===== src/rtl/instr_defs.vh =====
// Shared defaults for the instruction channel, used by the receiver and the transmitter.
`ifndef INSTR_DEFS_VH
`define INSTR_DEFS_VH
`define INSTR_IWIDTH 32
`define INSTR_DEPTH  36
`endif


===== src/rtl/receive_pkg.sv =====
// Common constants and helpers for the instruction-fetch receiver.
package receive_pkg;
`include "instr_defs.vh"

    localparam int unsigned IWIDTH_DEF = `INSTR_IWIDTH;
    localparam int unsigned DEPTH_DEF  = `INSTR_DEPTH;
    localparam int unsigned FDEPTH_DEF = 32'd4;

    // Sequence index successor, wrapping back to zero after depth-1.
    function automatic int unsigned seq_next(input int unsigned seq, input int unsigned depth);
        int unsigned nxt;
        if (seq == (depth - 32'd1)) begin
            nxt = 32'd0;
        end else begin
            nxt = seq + 32'd1;
        end
        return nxt;
    endfunction

endpackage


===== src/rtl/instr_fifo.sv =====
// Synchronous FIFO for tagged instruction words. Push and pop in the same cycle
// are legal even when full. When empty, dout keeps showing the last popped entry.
module instr_fifo #(
    parameter  int unsigned WIDTH = 32'd38,
    parameter  int unsigned DEPTH = 32'd4,
    localparam int unsigned PW    = $clog2(DEPTH),
    localparam int unsigned CW    = $clog2(DEPTH + 32'd1)
) (
    input  logic             clk,
    input  logic             rst_n,
    input  logic             push,
    input  logic             pop,
    input  logic [WIDTH-1:0] din,
    output logic [WIDTH-1:0] dout,
    output logic [CW-1:0]    count,
    output logic             full,
    output logic             empty
);

    logic [WIDTH-1:0] mem_q [DEPTH];
    logic [WIDTH-1:0] mem_d [DEPTH];
    logic [PW-1:0]    wr_ptr_q, wr_ptr_d;
    logic [PW-1:0]    rd_ptr_q, rd_ptr_d;
    logic [CW-1:0]    count_q, count_d;
    logic             do_push_s;
    logic             do_pop_s;

    assign full  = (count_q == CW'(DEPTH));
    assign empty = (count_q == {CW{1'b0}});
    assign count = count_q;

    // Head read: the entry at the read pointer, or the most recently popped one when empty.
    always_comb begin
        if (empty) begin
            dout = mem_q[rd_ptr_q - PW'(1)];
        end else begin
            dout = mem_q[rd_ptr_q];
        end
    end

    // Next-state for storage, pointers and occupancy.
    always_comb begin
        do_pop_s  = pop && !empty;
        do_push_s = push && (!full || do_pop_s);
        mem_d     = mem_q;
        wr_ptr_d  = wr_ptr_q;
        rd_ptr_d  = rd_ptr_q;
        count_d   = count_q;
        if (do_push_s) begin
            mem_d[wr_ptr_q] = din;
            wr_ptr_d        = wr_ptr_q + PW'(1);
        end else begin
            wr_ptr_d = wr_ptr_q;
        end
        if (do_pop_s) begin
            rd_ptr_d = rd_ptr_q + PW'(1);
        end else begin
            rd_ptr_d = rd_ptr_q;
        end
        case ({do_push_s, do_pop_s})
            2'b10:   count_d = count_q + CW'(1);
            2'b01:   count_d = count_q - CW'(1);
            default: count_d = count_q;
        endcase
    end

    // State registers; reset clears storage so the empty head reads as zero.
    always_ff @(posedge clk or negedge rst_n) begin
        if (!rst_n) begin
            for (int i = 0; i < int'(DEPTH); i++) begin
                mem_q[i] <= {WIDTH{1'b0}};
            end
            wr_ptr_q <= {PW{1'b0}};
            rd_ptr_q <= {PW{1'b0}};
            count_q  <= {CW{1'b0}};
        end else begin
            mem_q    <= mem_d;
            wr_ptr_q <= wr_ptr_d;
            rd_ptr_q <= rd_ptr_d;
            count_q  <= count_d;
        end
    end

endmodule


===== src/rtl/receive.sv =====
// Instruction-fetch receiver: issues credit-limited syn requests, captures acked
// words with their sequence index and presents them on a valid/ready interface.
module receive
    import receive_pkg::*;
#(
    parameter int unsigned IWIDTH = IWIDTH_DEF,
    parameter int unsigned DEPTH  = DEPTH_DEF,
    parameter int unsigned FDEPTH = FDEPTH_DEF,
    parameter int unsigned IDXW   = $clog2(DEPTH)
) (
    input  logic              r_clk,
    input  logic              r_rst,
    input  logic              r_i_en,
    output logic              r_o_syn,
    input  logic [IWIDTH-1:0] r_i_instr,
    input  logic              r_i_ack,
    output logic [IWIDTH-1:0] r_o_instr,
    output logic [IDXW-1:0]   r_o_idx,
    output logic              r_o_last,
    output logic              r_o_valid,
    input  logic              r_i_ready,
    output logic              r_o_err
);

    localparam int unsigned EW = IWIDTH + IDXW;
    localparam int unsigned CW = $clog2(FDEPTH + 32'd1);

    logic [IDXW-1:0] seq_q, seq_d;
    logic            inflight_q, inflight_d;
    logic            err_q, err_d;
    logic [CW-1:0]   fifo_count_s;
    logic            fifo_full_s;
    logic            fifo_empty_s;
    logic [EW-1:0]   fifo_dout_s;
    logic            push_s;
    logic            pop_s;
    logic            credit_ok_s;

    // Credit check: words held plus the one possibly in flight must leave room.
    // Pops this cycle are deliberately not credited, keeping syn free of ready/ack paths.
    always_comb begin
        credit_ok_s = ((32'(fifo_count_s) + 32'(inflight_q)) < FDEPTH);
        r_o_syn     = r_rst && r_i_en && credit_ok_s;
    end

    // Push/pop decisions, sequence advance and sticky overflow detection.
    always_comb begin
        pop_s      = !fifo_empty_s && r_i_ready;
        push_s     = r_i_ack && (!fifo_full_s || pop_s);
        inflight_d = r_o_syn;
        if (r_i_ack) begin
            seq_d = IDXW'(seq_next(32'(seq_q), DEPTH));
        end else begin
            seq_d = seq_q;
        end
        if (r_i_ack && fifo_full_s && !pop_s) begin
            err_d = 1'b1;
        end else begin
            err_d = err_q;
        end
    end

    // Control registers; a dropped word still advances seq to stay in step with the source.
    always_ff @(posedge r_clk or negedge r_rst) begin
        if (!r_rst) begin
            seq_q      <= {IDXW{1'b0}};
            inflight_q <= 1'b0;
            err_q      <= 1'b0;
        end else begin
            seq_q      <= seq_d;
            inflight_q <= inflight_d;
            err_q      <= err_d;
        end
    end

    instr_fifo #(
        .WIDTH (EW),
        .DEPTH (FDEPTH)
    ) u_fifo (
        .clk   (r_clk),
        .rst_n (r_rst),
        .push  (push_s),
        .pop   (pop_s),
        .din   ({r_i_instr, seq_q}),
        .dout  (fifo_dout_s),
        .count (fifo_count_s),
        .full  (fifo_full_s),
        .empty (fifo_empty_s)
    );

    // Head decode from the FIFO output entry.
    always_comb begin
        r_o_instr = fifo_dout_s[EW-1:IDXW];
        r_o_idx   = fifo_dout_s[IDXW-1:0];
        r_o_last  = (fifo_dout_s[IDXW-1:0] == IDXW'(DEPTH - 32'd1));
        r_o_valid = !fifo_empty_s;
        r_o_err   = err_q;
    end

endmodule

===== config.mk =====
export PLATFORM = sky130hd
export DESIGN_NAME = receive
export DESIGN_NICKNAME = d
export VERILOG_FILES = /design/src/rtl/receive_pkg.sv /design/src/rtl/instr_fifo.sv /design/src/rtl/receive.sv
export VERILOG_INCLUDE_DIRS = /design/src /design/src/rtl
export SDC_FILE = /design/constraint.sdc
export NUM_CORES = 1
export LEC_CHECK = 0
export ABC_AREA = 1
export CELL_PAD_IN_SITES_DETAIL_PLACEMENT = 1
export CELL_PAD_IN_SITES_GLOBAL_PLACEMENT = 1
export CORE_ASPECT_RATIO = 1.1
export CORE_MARGIN = 2
export CORE_UTILIZATION = 40
export CTS_BUF_LIST = sky130_fd_sc_hd__clkbuf_4 sky130_fd_sc_hd__clkbuf_8
export DETAILED_ROUTE_END_ITERATION = 8
export PLACE_DENSITY_LB_ADDON = 0.1
export SYNTH_ARGS = -nofsm -noshare
export SYNTH_HDL_FRONTEND = slang
export SYNTH_HIERARCHICAL = 1
export SYNTH_SLANG_ARGS = --single-unit

===== constraint.sdc =====
create_clock -name r_clk -period 2.2 [get_ports r_clk]
set_input_delay 0.22 -clock r_clk [delete_from_list [all_inputs] [get_ports r_clk]]
set_output_delay 0.22 -clock r_clk [all_outputs]
set_load 0.05 [all_outputs]

==> metrics.txt <==
# TYPE chip_impl_metric gauge
chip_impl_metric{name="synth_area_per_cell",unit="µm²"} 6.975
chip_impl_metric{name="final_period_minus_worst_setup_slack",unit="ns"} 2.574
chip_impl_metric{name="globalplace.congestion",unit=""} 0.7769
chip_impl_info{name="category_of_the_most_critical_setup_path",value="reg -> out"} 1
chip_impl_metric{name="fp-row-count",unit=""} 59
chip_impl_info{name="clock_root_buffer",value="clkbuf_8"} 1
chip_impl_metric{name="die_h",unit="µm"} 165.8
chip_impl_info{name="synth_top_cells_by_area",value="dfrtp_1 (44%), nand2_1 (19%), o21ai_0 (16%)"} 1
chip_impl_info{name="cts_tree",value="yes"} 1
chip_impl_metric{name="hold_ws",unit="ns"} 0.1833
chip_impl_metric{name="cap_viol_max_count",unit=""} 0
chip_impl_info{name="critical_path.startpoint_type",value="flop"} 1
chip_impl_metric{name="worstPathArrival",unit="ns"} 2.35
chip_impl_info{name="grt_setup_unrepaired",value="yes"} 1
chip_impl_metric{name="synthArstFlopShare",unit="%"} 100.0
chip_impl_metric{name="report.final.setup_viol",unit=""} 37
chip_impl_metric{name="drcViolationCount",unit=""} 0
chip_impl_metric{name="grt_pass1_wl",unit="µm"} 58280
chip_impl_metric{name="critical_path_rt",unit="ns"} 1.98
chip_impl_info{name="timing.critical_path.slowest_stage_cell",value="dfrtp_4"} 1
chip_impl_metric{name="clkSlewWorstSetupHoldPaths",unit="ns"} 0.10
chip_impl_metric{name="drt-vias-per-instance",unit=""} 5.707
chip_impl_metric{name="hpwl",unit="µm"} 19810
chip_impl_metric{name="core_region_area",unit="µm²"} 23550
chip_impl_metric{name="clk-insertion-delay-late",unit="ns"} 0.47
chip_impl_metric{name="start_util",unit="%"} 40.40
chip_impl_metric{name="detailed_route_wire_length_per_cell",unit="µm"} 21.72
chip_impl_metric{name="postSynthRegisterBits",unit=""} 167
chip_impl_metric{name="synthesis_to_finish_area_growth",unit="%"} 35.47
chip_impl_metric{name="maxSlewViolCount",unit=""} 0
chip_impl_metric{name="finalClockSkew",unit="ns"} 0.02489
chip_impl_metric{name="timing.critical_path.buf_inv",unit=""} 5
chip_impl_metric{name="grt_start_max_net_pins",unit=""} 99
chip_impl_metric{name="post_synth_instance_area",unit="µm²"} 9514
chip_impl_metric{name="yosys_warns",unit=""} 6
chip_impl_metric{name="report.final.hold_viol_count",unit=""} 0
chip_impl_info{name="synth.cells.most_frequent",value="nand2_1 (488), o21ai_0 (300), dfrtp_1 (167)"} 1
chip_impl_info{name="crit_reg_reg_endpoint",value="u_fifo/mem_q[78]$_DFFE_PN0P_"} 1
chip_impl_metric{name="synth_top_area_share",unit="%"} 43.92
chip_impl_metric{name="port_buffers",unit=""} 78
chip_impl_metric{name="netlist_instances",unit=""} 1364
chip_impl_metric{name="die_width",unit="µm"} 151.0
chip_impl_info{name="synth_top_flop_cell",value="dfrtp_1"} 1
chip_impl_metric{name="share_of_post_route_cells_with_drive_strength_above_1",unit="%"} 19.35
chip_impl_info{name="r2r_start",value="u_fifo/count[1]$_DFFE_PN0P_"} 1
chip_impl_metric{name="worst-r2r-setup-slack",unit="ns"} 0.13
chip_impl_metric{name="crit_fanout",unit=""} 7
chip_impl_metric{name="maxClockFrequency",unit="MHz"} 388.4
chip_impl_metric{name="max_stage_delay",unit="ns"} 0.58
chip_impl_metric{name="stdcell_count",unit=""} 1773
chip_impl_metric{name="timing.critical_path.depth",unit=""} 12
chip_impl_metric{name="nNetsFinal",unit=""} 1499
chip_impl_metric{name="cts_buffers",unit=""} 17
chip_impl_metric{name="clock-sinks",unit=""} 167
chip_impl_info{name="synth_top_area_cell",value="dfrtp_1"} 1
chip_impl_metric{name="min_period_over_period",unit="%"} 117.0
chip_impl_metric{name="routed-via-count",unit=""} 10120
chip_impl_info{name="run_status",value="complete, but fails checks"} 1
chip_impl_metric{name="via_count_of_the_first_global_routing_pass",unit=""} 10440
chip_impl_metric{name="routed_wl",unit="µm"} 38510
chip_impl_metric{name="synth_enable_flop_cells",unit=""} 0
chip_impl_info{name="critPathMostFrequentCell",value="inv_2"} 1
chip_impl_metric{name="synth_nets",unit=""} 1407
chip_impl_info{name="cp_top_family",value="simple AND/OR/NAND/NOR gates"} 1
chip_impl_metric{name="cts-htree-levels",unit=""} 4
chip_impl_metric{name="clockBufferDepth",unit=""} 2
chip_impl_metric{name="ant_nets",unit=""} 0
chip_impl_metric{name="ioPinCount",unit=""} 79
chip_impl_metric{name="grt-ovfl-total",unit=""} 0
chip_impl_metric{name="first_iter_violations",unit=""} 561
chip_impl_metric{name="synth-seq-area-share",unit="%"} 43.92
chip_impl_metric{name="final.setup.worst_slack",unit="ns"} -0.3745
chip_impl_metric{name="worst_r2r_path_depth",unit=""} 12
chip_impl_metric{name="tns",unit="ns"} -7.565
chip_impl_metric{name="tightestPinTransition",unit="ns"} 0.5591
chip_impl_metric{name="numPlacedInstances",unit=""} 1695
chip_impl_metric{name="synth.lib_cells_used.distinct",unit=""} 28
chip_impl_info{name="worst_hold_path_class",value="in -> async"} 1
chip_impl_metric{name="drt_pass1_iterations",unit=""} 5
chip_impl_info{name="end_kind",value="output port"} 1
chip_impl_metric{name="antenna_cells",unit=""} 0
chip_impl_info{name="post-synth-top-count-cell",value="nand2_1"} 1
chip_impl_info{name="crit_chain",value="inv_8, nor2_4, inv_2, nand2_4, nand2_2, inv_2, o21ai_2, nand2_2, inv_2, nand4_1, nor3_4, buf_12"} 1
chip_impl_metric{name="slew-limit-headroom",unit="%"} 62.73
chip_impl_metric{name="grt_usage",unit="%"} 30.18
chip_impl_metric{name="design.die.area",unit="µm²"} 25040
chip_impl_metric{name="grt_antenna_before_repair",unit=""} 0
chip_impl_info{name="failing_checks",value="setup timing"} 1
==> through the flow <==
step | area (µm²) | setup WS, ns | util (%)
finish | 12890 | -0.3745 | 54.73
global route | 12890 | -0.4766 | 54.73
CTS | 12320 | -0.2755 | 52.31
detailed placement | 11150 | 0.06938 | 47.35
global placement | 11150 | 0.1218 | 47.35
floorplan | 9583 | -0.1877 | -
==> cell type report <==
class	instances	area, µm²
clock inverters	11	172.7
clock buffers	20	262.8
multi-input cells	994	4816
repair buffers	174	2678
fillers	2847	10660
well taps	305	381.6
flip-flops and latches	167	4184
inverters	102	394.1
==> worst reg2reg max path: cells and delay by family (launching register included) <==
| family | cells | cell delay, ns |
|---|---|---|
| AOI/OAI and AO/OA | 2 | 0.27 |
| buffers and inverters | 5 | 0.69 |
| DFF | 1 | 0.44 |
| and+or+nand+nor | 5 | 0.54 |
==> per-layer routing <==
metal,vias to the layer above,track usage [%],wire [µm]
met5,-,0,0
met4,0,13.17,1546
met3,92,3.571,1997
met2,349,50.49,18880
met1,5094,39.18,16080
li1,4583,-,-
==> how the worst max path moves through the flow <==
stage | start | to | slack [ns]
2_1_floorplan | u_fifo/count[0]$_DFFE_PN0P_ | u_fifo/count[1]$_DFFE_PN0P_ | -0.19
3_3_place_gp | u_fifo/rd_ptr_q[0]$_DFFE_PN0N_ | r_o_last | 0.12
3_5_place_dp | u_fifo/rd_ptr_q[0]$_DFFE_PN0N_ | r_o_last | 0.07
4_1_cts | u_fifo/rd_ptr_q[0]$_DFFE_PN0N_ | r_o_last | -0.28
5_1_grt | u_fifo/rd_ptr_q[0]$_DFFE_PN0N_ | r_o_last | -0.48
6_report | u_fifo/rd_ptr_q[0]$_DFFE_PN0N_ | r_o_last | -0.37
==> cell families (layout without fill, tap and decap cells) <==
kind of cell	Yosys count	count (layout)	synth area share, %
and+or+nand+nor	558	558	22.50
adders and majority gates	6	6	0.8680
AOI/OAI and AO/OA	427	427	22.83
xor gates and xnor gates	3	3	0.2762
buffers and inverters	203	307	9.600
DFF	167	167	43.92
==> cell usage in the layout, fill, tap and decap left out, types with 17 or more instances in the layout <==
| master | netlist | layout |
|---|---|---|
| a21oi_1 | 89 | 68 |
| a21oi_2 | 0 | 17 |
| buf_12 | 0 | 54 |
| buf_16 | 0 | 17 |
| buf_4 | 8 | 35 |
| buf_6 | 10 | 20 |
| clkbuf_8 | 0 | 18 |
| clkdlybuf4s50_1 | 0 | 36 |
| dfrtp_1 | 167 | 165 |
| inv_1 | 102 | 92 |
| nand2_1 | 488 | 449 |
| nand2_2 | 2 | 38 |
| nor2_1 | 51 | 46 |
| o21ai_0 | 300 | 220 |
| o21ai_1 | 25 | 80 |
| o21ai_2 | 2 | 26 |
==> flip-flops by register name, indices dropped and copies added (netlist names) <==
register and cells:
u_fifo/rd_ptr_q 2, seq_q 6, u_fifo/mem_q 152, u_fifo/count 3, r_o_err 1, u_fifo/wr_ptr_q 2
inflight_q 1
==> repair_timing <==
item,4_1_cts,5_1_grt
gates cloned,16,8
hold buffers,1,0
resized for setup,103,124
pin swaps,18,30
endpoints found under the setup margin,39,68
hold endpoints to repair,39,0
buffers inserted,8,15
Power is left out: the tool's default activity adds up to more than one toggle a clock period on the data nets, which glitch-free logic cannot reach.
